`src/rtl/aes_ushr_sequencer.sv`:
```
// Command sequencer for the AES 4x32-bit universal shift-register state buffer.
// Emits per-word mode selects, per-byte enables and the serial feedback select.
//
// state | meaning
// IDLE  | waiting for a command; datapath holds
// LOAD  | parallel load of all 16 bytes
// SR1-3 | ShiftRows passes, rows 1-3 / 2-3 / 3 rotate left one word
// ISR1-3| InvShiftRows passes, same rows rotate right one word
// SIN   | serial stream-in of four words
// SOUT  | non-destructive serial stream-out of four words
// ERR   | one-cycle error report for an illegal code
module aes_ushr_sequencer #(
    parameter int unsigned CMD_W        = 3,
    parameter bit          BACK_TO_BACK = 1'b0
) (
    input  logic             clk_i,
    input  logic             rst_ni,
    input  logic             cmd_valid_i,
    input  logic [CMD_W-1:0] cmd_code_i,
    output logic             cmd_ready_o,
    input  logic             in_valid_i,
    output logic             in_ready_o,
    output logic             out_valid_o,
    input  logic             out_ready_i,
    output logic [1:0]       ushr_mode0_o,
    output logic [1:0]       ushr_mode1_o,
    output logic [1:0]       ushr_mode2_o,
    output logic [1:0]       ushr_mode3_o,
    output logic [15:0]      control_s_o,
    output logic             feedback_en_o,
    output logic             busy_o,
    output logic             done_o,
    output logic             err_o
);

    typedef enum logic [3:0] {
        S_IDLE, S_LOAD, S_SR1, S_SR2, S_SR3,
        S_ISR1, S_ISR2, S_ISR3, S_SIN, S_SOUT, S_ERR
    } state_e;

    localparam logic [1:0] M_HOLD  = 2'd0;
    localparam logic [1:0] M_RIGHT = 2'd1;
    localparam logic [1:0] M_LEFT  = 2'd2;
    localparam logic [1:0] M_LOAD  = 2'd3;

    state_e      state_q, state_d;
    logic [1:0]  cnt_q, cnt_d;
    logic [1:0]  mode;
    logic [15:0] ctrl;
    logic        fb, done, err, in_rdy, out_vld, cmd_rdy;

    function automatic state_e first_state(input logic [CMD_W-1:0] code);
        state_e s;
        if      (code == CMD_W'(0)) s = S_IDLE;
        else if (code == CMD_W'(1)) s = S_LOAD;
        else if (code == CMD_W'(2)) s = S_SR1;
        else if (code == CMD_W'(3)) s = S_ISR1;
        else if (code == CMD_W'(4)) s = S_SIN;
        else if (code == CMD_W'(5)) s = S_SOUT;
        else                        s = S_ERR;
        return s;
    endfunction

    always_ff @(posedge clk_i or negedge rst_ni) begin
        if (!rst_ni) begin
            state_q <= S_IDLE;
            cnt_q   <= 2'd0;
        end else begin
            state_q <= state_d;
            cnt_q   <= cnt_d;
        end
    end

    always_comb begin
        state_d = state_q;
        cnt_d   = cnt_q;
        mode    = M_HOLD;
        ctrl    = 16'h0000;
        fb      = 1'b0;
        done    = 1'b0;
        err     = 1'b0;
        in_rdy  = 1'b0;
        out_vld = 1'b0;
        case (state_q)
            S_IDLE: ;
            S_LOAD: begin
                mode = M_LOAD;
                ctrl = 16'hFFFF;
                done = 1'b1;
            end
            // Byte masks enable rows 1-3, then 2-3, then 3: row r moves r words.
            S_SR1:  begin mode = M_LEFT;  fb = 1'b1; ctrl = 16'hEEEE; state_d = S_SR2;  end
            S_SR2:  begin mode = M_LEFT;  fb = 1'b1; ctrl = 16'hCCCC; state_d = S_SR3;  end
            S_SR3:  begin mode = M_LEFT;  fb = 1'b1; ctrl = 16'h8888; done = 1'b1;     end
            S_ISR1: begin mode = M_RIGHT; fb = 1'b1; ctrl = 16'hEEEE; state_d = S_ISR2; end
            S_ISR2: begin mode = M_RIGHT; fb = 1'b1; ctrl = 16'hCCCC; state_d = S_ISR3; end
            S_ISR3: begin mode = M_RIGHT; fb = 1'b1; ctrl = 16'h8888; done = 1'b1;     end
            S_SIN: begin
                mode   = M_LEFT;
                in_rdy = 1'b1;
                if (in_valid_i) begin
                    ctrl  = 16'hFFFF;
                    cnt_d = cnt_q + 2'd1;
                    done  = (cnt_q == 2'd3);
                end
            end
            S_SOUT: begin
                mode    = M_LEFT;
                fb      = 1'b1;
                out_vld = 1'b1;
                if (out_ready_i) begin
                    ctrl  = 16'hFFFF;
                    cnt_d = cnt_q + 2'd1;
                    done  = (cnt_q == 2'd3);
                end
            end
            S_ERR: begin
                done = 1'b1;
                err  = 1'b1;
            end
            default: state_d = S_IDLE;
        endcase
        if (done) state_d = S_IDLE;
        cmd_rdy = (state_q == S_IDLE) || (BACK_TO_BACK && done);
        if (cmd_valid_i && cmd_rdy) state_d = first_state(cmd_code_i);
    end

    assign ushr_mode0_o  = mode;
    assign ushr_mode1_o  = mode;
    assign ushr_mode2_o  = mode;
    assign ushr_mode3_o  = mode;
    assign control_s_o   = ctrl;
    assign feedback_en_o = fb;
    assign done_o        = done;
    assign err_o         = err;
    assign in_ready_o    = in_rdy;
    assign out_valid_o   = out_vld;
    assign cmd_ready_o   = cmd_rdy;
    assign busy_o        = (state_q != S_IDLE);

endmodule
```
`config.mk`:
```
export PLATFORM = sky130hd
export DESIGN_NAME = aes_ushr_sequencer
export DESIGN_NICKNAME = d
export VERILOG_FILES = /design/src/rtl/aes_ushr_sequencer.sv
export SDC_FILE = /design/constraint.sdc
export NUM_CORES = 1
export LEC_CHECK = 0
export ABC_CLOCK_PERIOD_IN_PS = 1600
export BUFFER_PORTS_ARGS = -buffer_cell sky130_fd_sc_hd__buf_2
export CAP_MARGIN = 20
export CORE_UTILIZATION = 40
export DETAILED_ROUTE_END_ITERATION = 10
export GPL_TIMING_DRIVEN = 1
export PLACE_DENSITY = 0.83
export SYNTH_ARGS = -nofsm -noshare
export SYNTH_HDL_FRONTEND = slang
export SYNTH_SLANG_ARGS = --single-unit
```
`constraint.sdc`:
```
create_clock -name clk_i -period 1.6 [get_ports clk_i]
set_input_delay 0.24 -clock clk_i [delete_from_list [all_inputs] [get_ports clk_i]]
set_output_delay 0.24 -clock clk_i [all_outputs]
set_load 0.05 [all_outputs]
```
Word-level counts from Yosys, hierarchy flattened. Index checks and enable logic that the tools add are counted.

Add/subtract/negate cells: 1. Multiply operators: 0. Div/mod/pow operators: 0. Magnitude comparators: 0. Eq/ne operators: 19. Shift operators: 0. Muxes and demuxes: 23. Bitwise gates (word level): 0. Reductions and logical operators: 14.

Operator list (number): $pmux W16 S6 (1); $mux W16 (2); $mux W4 (6); $pmux W4 S5 (1); $eq A4 B3 Y1 const B (4); $reduce_or A7 Y1 (2); $eq A4 B4 Y1 const B (3); $eq A4 B2 Y1 const B (2); $mux W2 (4); $eq A3 B2 Y1 const B (2); $eq A3 B3 Y1 const B (2); $mux W1 (6); $pmux W2 S3 (1); $reduce_or A2 Y1 (3); $reduce_or A5 Y1 (1); $eq A4 B1 Y1 const B (1); $logic_not A4 Y1 (1); $ne A2 B2 Y1 const B (2); $pmux W2 S2 (1); $reduce_bool A4 Y1 (1); $reduce_or A4 Y1 (1); $eq A3 B1 Y1 const B (1); $logic_not A3 Y1 (1); $ne A3 B1 Y1 const B (1); other kinds (7) (7).

Bits in registers: 6. Latch bits: 0. Bits in writable memories: 0. ROM bits: 0. Output and inout port bits: 31. Word-level logic and storage cells: 59. Memories kept: 0.

Logic depth before layout (Yosys ltp). Gate-level depths: netlist (run 1).

Word-level depth: 8. Mapped depth: 7. Depth with buffers taken out: 4.

Least setup slack after synthesis (run 1). Ideal clock, no wire load.

Path kind: flip-flop to output port. Start: register state_q[1]. End: output control_s_o[10]. Data arrival time: 2582 ps. Data required time: 1360 ps. Slack: -1222 ps. Stages on the path, launching flop included: 6. Path through: dfrtp_1 buf_6 clkbuf_1 and3_1 o31ai_1 buf_4.

Longest elaborated chain between the ends: 3.

Ends and longest elaborated chain: start, declared (line 46) `state_e state_q, state_d;`; start signal, assigned (line 69) `state_q <= state_d;`; $eq A4 B3 Y1 / $eq A4 B2 Y1 (equally long branches) (line 84) `case (state_q)`; $reduce_or A2 Y1 (no source line); $pmux W16 S6 * (line 84); end, declared (line 29) `output logic [15:0] control_s_o,`.

Mark *: on every way between the ends. The rest lies on a longest branch, timed or not.

Worst setup path in the final report (run 1).
Start: register state_q[0]. End: output control_s_o[6].

Same word-level chain as after synthesis.

==> impl_metrics.toml, run 1 <==
[status]
outcome = "finished with violations"
violations = "negative setup slack"

[timing]
worst_slew_pin_slew_ps = 367.1
fmax_mhz = 535.9
slew_headroom_pct = 75.53
timing.final.ws_setup_ps = -265.8
report.final.slew_viol_count = 0
fin_crit_sh_pct = 116.6
rsz0062_at_grt = "yes"
final.setup_skew_ps = 5.228
holdWs_ps = 257.0
min_period_ps = 1866
setup_viol = 33
finalHoldViolCount = 0

[clock_network]
cts_buffers = 3
clock_tree.root_cell = "clkbuf_4"
cts.clk_slew.worst_paths_ps = 50
cts_sinks = 6
cts_max_path_buffers = 2
htree_levels = 1
clkLatencyLatePin_ps = 250
cts_tree = "yes"

[die]
die_h_um = 45.11
die-area_mm2 = 0.002034
io_pins = 39
start_util_pct = 43.04
rows = 15
fp.dieW_um = 45.11
core_region_area_mm2 = 0.001727

[worst_hold_path]
min_to = "state_q[3]"
worstHoldStart = "cmd_code_i[2]"
min_path_cells = 3
hold_class = "in2reg"

[yosys]
synth-seq-cells = 6
synthArstFlopShare_pct = 100.0
synth.area.top_cells = "dfrtp_1, buf_4, nand3_1"
ys.flop_type = "dfrtp_1"
seq_area_frac_synth_pct = 20.20
synth_cells = 93
yosys_warnings = 0
yosysTopAreaCellShare_pct = 20.20
avgSynthCellArea_um2 = 7.992
yosysTopAreaCell = "dfrtp_1"
yosysUniqueCellTypes = 38
syn-num-nets = 102
synth_area_um2 = 743.2
synth_edf_count = 0

[global_route]
grt_pass1_wl_um = 3594
antenna_found_initial = 0
first_global_vias = 847
grt_max_degree = 14
track_usage_pct = 25.04
gr-total-overflow = 0

[cells_and_area]
final_cell_mix = "buf_6, buf_4, buf_2, nor2_1, nand3_1"
finalInstanceArea_mm2 = 0.001454
drive_gt1_share_pct = 70.92
multi_input_comb_area_um2 = 566.8
num_antenna_cells = 0
seqCellArea_um2 = 152.6
fin_nets = 152
final_common_cell = "buf_6"
syn2layout_area_growth_pct = 95.62
fillers = 105

[detailed_routing]
drt_iter0_markers = 18
totalWireLength_um = 2508
ant_nets = 0
vias = 874
wl_per_cell_um = 15.11
drc = 0
via_per_inst = 5.265
drt_pass1_iterations = 4

[setup_path]
critPathMaxStageDelay_ps = 440
worstPathRequired_ps = 1360
endpoint_kind = "output pin"
reg2reg_depth = 8
arrival_ps = 1630
worstPathMaxFanout = 6
r2r_slack_ps = -160
criticalPathCategory = "reg2out"
crit_path_top_delay_cell = "dfrtp_2"
r2r-end = "state_q[0]"
reg2reg_from = "state_q[0]"
crit_path_cell_trace = "buf_4, and3_4, o31ai_4, buf_6"
cp-start-kind = "register"

[placed_design]
io_buffers = 38
place.gp.congestion = 0.7681
dpl.hpwl_um = 1449
place_area_mm2 = 0.001060

[flow_run]
drv_cap = 0
-- synth_stat cells, types with 3 or more instances --
library cell   n
buf_2          3
o21ai_1        3
nand2_1        4
nor3_1         4
dfrtp_1        6
nand2b_1       3
buf_4         18
inv_1          3
a21oi_1        3
nand3_1        5
nor2b_1        3
nor2_1         6
-- cell type report --
cell class	count	share of cell area (%)
clock buffers	3	1.549
inverters	4	1.549
multi-input cells	58	38.98
flip-flops and latches	6	10.50
well taps	25	2.151
repair buffers	70	45.27
-- worst max-delay path, delay by kind of cell (launching register included) --
kind	cells	cell delay, ps
buffers and inverters	2	400
AOI/OAI and AO/OA	1	370
and+or+nand+nor	1	170
DFF	1	440
-- worst max path at each step --
stage | endpoint | cells past startpoint | slack, ps | start
after floorplan | control_s_o[10] | 5 | -330 | state_q[1]
after global placement | done_o | 4 | -40 | state_q[0]
after detailed placement | control_s_o[8] | 4 | -90 | state_q[1]
after CTS | control_s_o[9] | 6 | -240 | state_q[0]
after global routing | ushr_mode0_o[1] | 5 | -330 | state_q[1]
final | control_s_o[6] | 4 | -270 | state_q[0]
-- registers in the layout, indices dropped and copies added, names as in the netlist --
register,count
state_q,4
cnt_q,2
-- routing by layer --
metal | global-route usage [%] | up-vias | routed length, µm
met5 | 0 | - | 0
met3 | 2.800 | 10 | 124
li1 | - | 407 | -
met4 | 12.73 | 0 | 105
met1 | 25.31 | 407 | 868
met2 | 49.28 | 50 | 1410
-- logic make-up after synthesis --
family                   after synthesis  synth area share (%)
AND/OR/NAND/NOR                       34                 28.45
buffers and inverters                 29                 26.26
AO/OA/AOI/OAI                         18                 16.67
flip-flops                             6                 20.20
multiplexers                           3                 4.377
XOR/XNOR                               2                 2.357
adder cells (fa/ha/maj)                1                 1.683
-- metrics by stage --
stage | setup TNS [ps] | util [%] | instances | worst slack [ps]
3_3_place_gp | -205.6 | 61.38 | 151 | -43.88
6_report | -6273 | 84.20 | 166 | -265.8
3_5_place_dp | -903.7 | 61.38 | 151 | -88.18
2_1_floorplan | -4031 | - | 93 | -325.8
5_1_grt | -8083 | 84.20 | 166 | -327.7
4_1_cts | -5277 | 76.38 | 159 | -238.1
-- timing repair --
item,in CTS,in global routing
cloned,0,1
gates resized for setup,63,25
hold endpoints to repair,6,0
hold buffers,1,0
pin swaps,4,4
endpoints found under the setup margin,31,34
setup buffers,4,7
Power of run 1 is not shown: default switching activity piles up to over one toggle a cycle in this logic, so the estimate is an artifact.
==> run 2, diff against run 1 <==
--- a/config.mk
+++ b/config.mk
@@ -15,3 +15,4 @@
 export SYNTH_ARGS = -nofsm -noshare
 export SYNTH_HDL_FRONTEND = slang
 export SYNTH_SLANG_ARGS = --single-unit
+export TNS_END_PERCENT = 50
==> impl_metrics.toml, run 2 (same netlist as run 1, synthesis figures left out) <==
[setup_path]
arrival_ps = 1660
endpoint_kind = "output pin"
crit_path_top_delay_cell = "or4bb_1"
criticalPathCategory = "reg2out"
reg2reg_from = "state_q[0]"
r2r_slack_ps = -30
critPathMaxStageDelay_ps = 560
worstPathMaxFanout = 4
reg2reg_depth = 5
r2r-end = "cnt_q[1]"
crit_path_cell_trace = "or4bb_1, o311a_1, o21ai_4, buf_6"
cp-start-kind = "register"
worstPathRequired_ps = 1360

[timing]
rsz0062_at_grt = "yes"
report.final.slew_viol_count = 0
holdWs_ps = 284.4
timing.final.ws_setup_ps = -304.2
setup_viol = 31
finalHoldViolCount = 0
slew_headroom_pct = 76.98
worst_slew_pin_slew_ps = 345.3
final.setup_skew_ps = 3.989
fin_crit_sh_pct = 119.0
min_period_ps = 1904
fmax_mhz = 525.1

[status]
violations = "negative setup slack"
outcome = "finished with violations"

[global_route]
track_usage_pct = 21.48
grt_pass1_wl_um = 3105
gr-total-overflow = 0
first_global_vias = 725
grt_max_degree = 19
antenna_found_initial = 0

[clock_network]
clock_tree.root_cell = "clkbuf_4"
cts.clk_slew.worst_paths_ps = 40
htree_levels = 1
cts_max_path_buffers = 2
cts_tree = "yes"
cts_sinks = 6
clkLatencyLatePin_ps = 250
cts_buffers = 3

[worst_hold_path]
worstHoldStart = "cmd_code_i[1]"
hold_class = "in2reg"
min_path_cells = 3
min_to = "state_q[1]"

[die]
die-area_mm2 = 0.002034
rows = 15
die_h_um = 45.11
start_util_pct = 43.04
io_pins = 39
fp.dieW_um = 45.11
core_region_area_mm2 = 0.001727

[detailed_routing]
wl_per_cell_um = 15.79
totalWireLength_um = 2448
via_per_inst = 5.284
drt_iter0_markers = 13
drc = 0
drt_pass1_iterations = 4
ant_nets = 0
vias = 819

[cells_and_area]
utilization_pct = 77.54
fillers = 110
multi_input_comb_area_um2 = 545.5
drive_gt1_share_pct = 66.92
largest-register = "state_q"
seqCellArea_um2 = 151.4
fin_nets = 141
top_regs = "state_q (4), cnt_q (2)"
num_antenna_cells = 0
final_cells = 155
syn2layout_area_growth_pct = 80.13
largest_reg_flops = 4
final_common_cell = "buf_4"
final_cell_mix = "buf_4, buf_6, buf_2"

[placed_design]
dpl.hpwl_um = 1431
io_buffers = 38
place.gp.congestion = 0.7836
post-place-cells = 143

[flow_run]
drv_cap = 0
[run 2: per-layer routing]
layer	wire length [µm]	vias to the layer above	global-route usage (%)
li1	-	384	-
met1	984	399	22.91
met2	1351	34	41.45
met3	98	2	4.800
met4	13	0	6.061
met5	0	-	0
[run 2: cell type report]
cell class | count | area share (%)
timing repair buffer | 59 | 42.80
multi-input combinational | 58 | 40.75
sequential | 6 | 11.31
tap | 25 | 2.336
clock buffer | 3 | 1.682
inverter | 4 | 1.121
[run 2: worst max path at each step]
| stage | to | cells past startpoint | start |
|---|---|---|---|
| after floorplan | control_s_o[10] | 5 | state_q[1] |
| after global placement | control_s_o[0] | 5 | state_q[0] |
| after detailed placement | control_s_o[7] | 5 | state_q[1] |
| after CTS | done_o | 4 | state_q[2] |
| after global routing | done_o | 4 | state_q[2] |
| final | done_o | 4 | state_q[2] |
[run 2: what timing repair did]
action / CTS / global route
hold buffers: 1 / 0
gates resized for setup: 38 / 34
endpoints found under the setup margin: 30 / 33
pin swaps: 3 / 6
buffers inserted: 1 / 6
gates cloned: 0 / 1
endpoints found under the hold margin: 6 / 0
[run 2: worst max-delay path: cells and delay by family, from the launching register on]
| family | cells | cell delay [ps] |
|---|---|---|
| AO/OA/AOI/OAI | 2 | 250 |
| buffers and inverters | 1 | 180 |
| flip-flops | 1 | 420 |
| AND/OR/NAND/NOR | 1 | 560 |
[run 2: through the flow]
stage	setup slack [ps]	setup TNS (ps)	area [µm²]
after floorplan	-326.0	-4946	903.4
after global placement	-90.74	-1350	979.7
after global routing	-341.2	-7909	1339
after CTS	-263.0	-5820	1131
final	-304.2	-5991	1339
after detailed placement	-131.1	-2021	979.7
Power of run 2 is left out for the same reason.
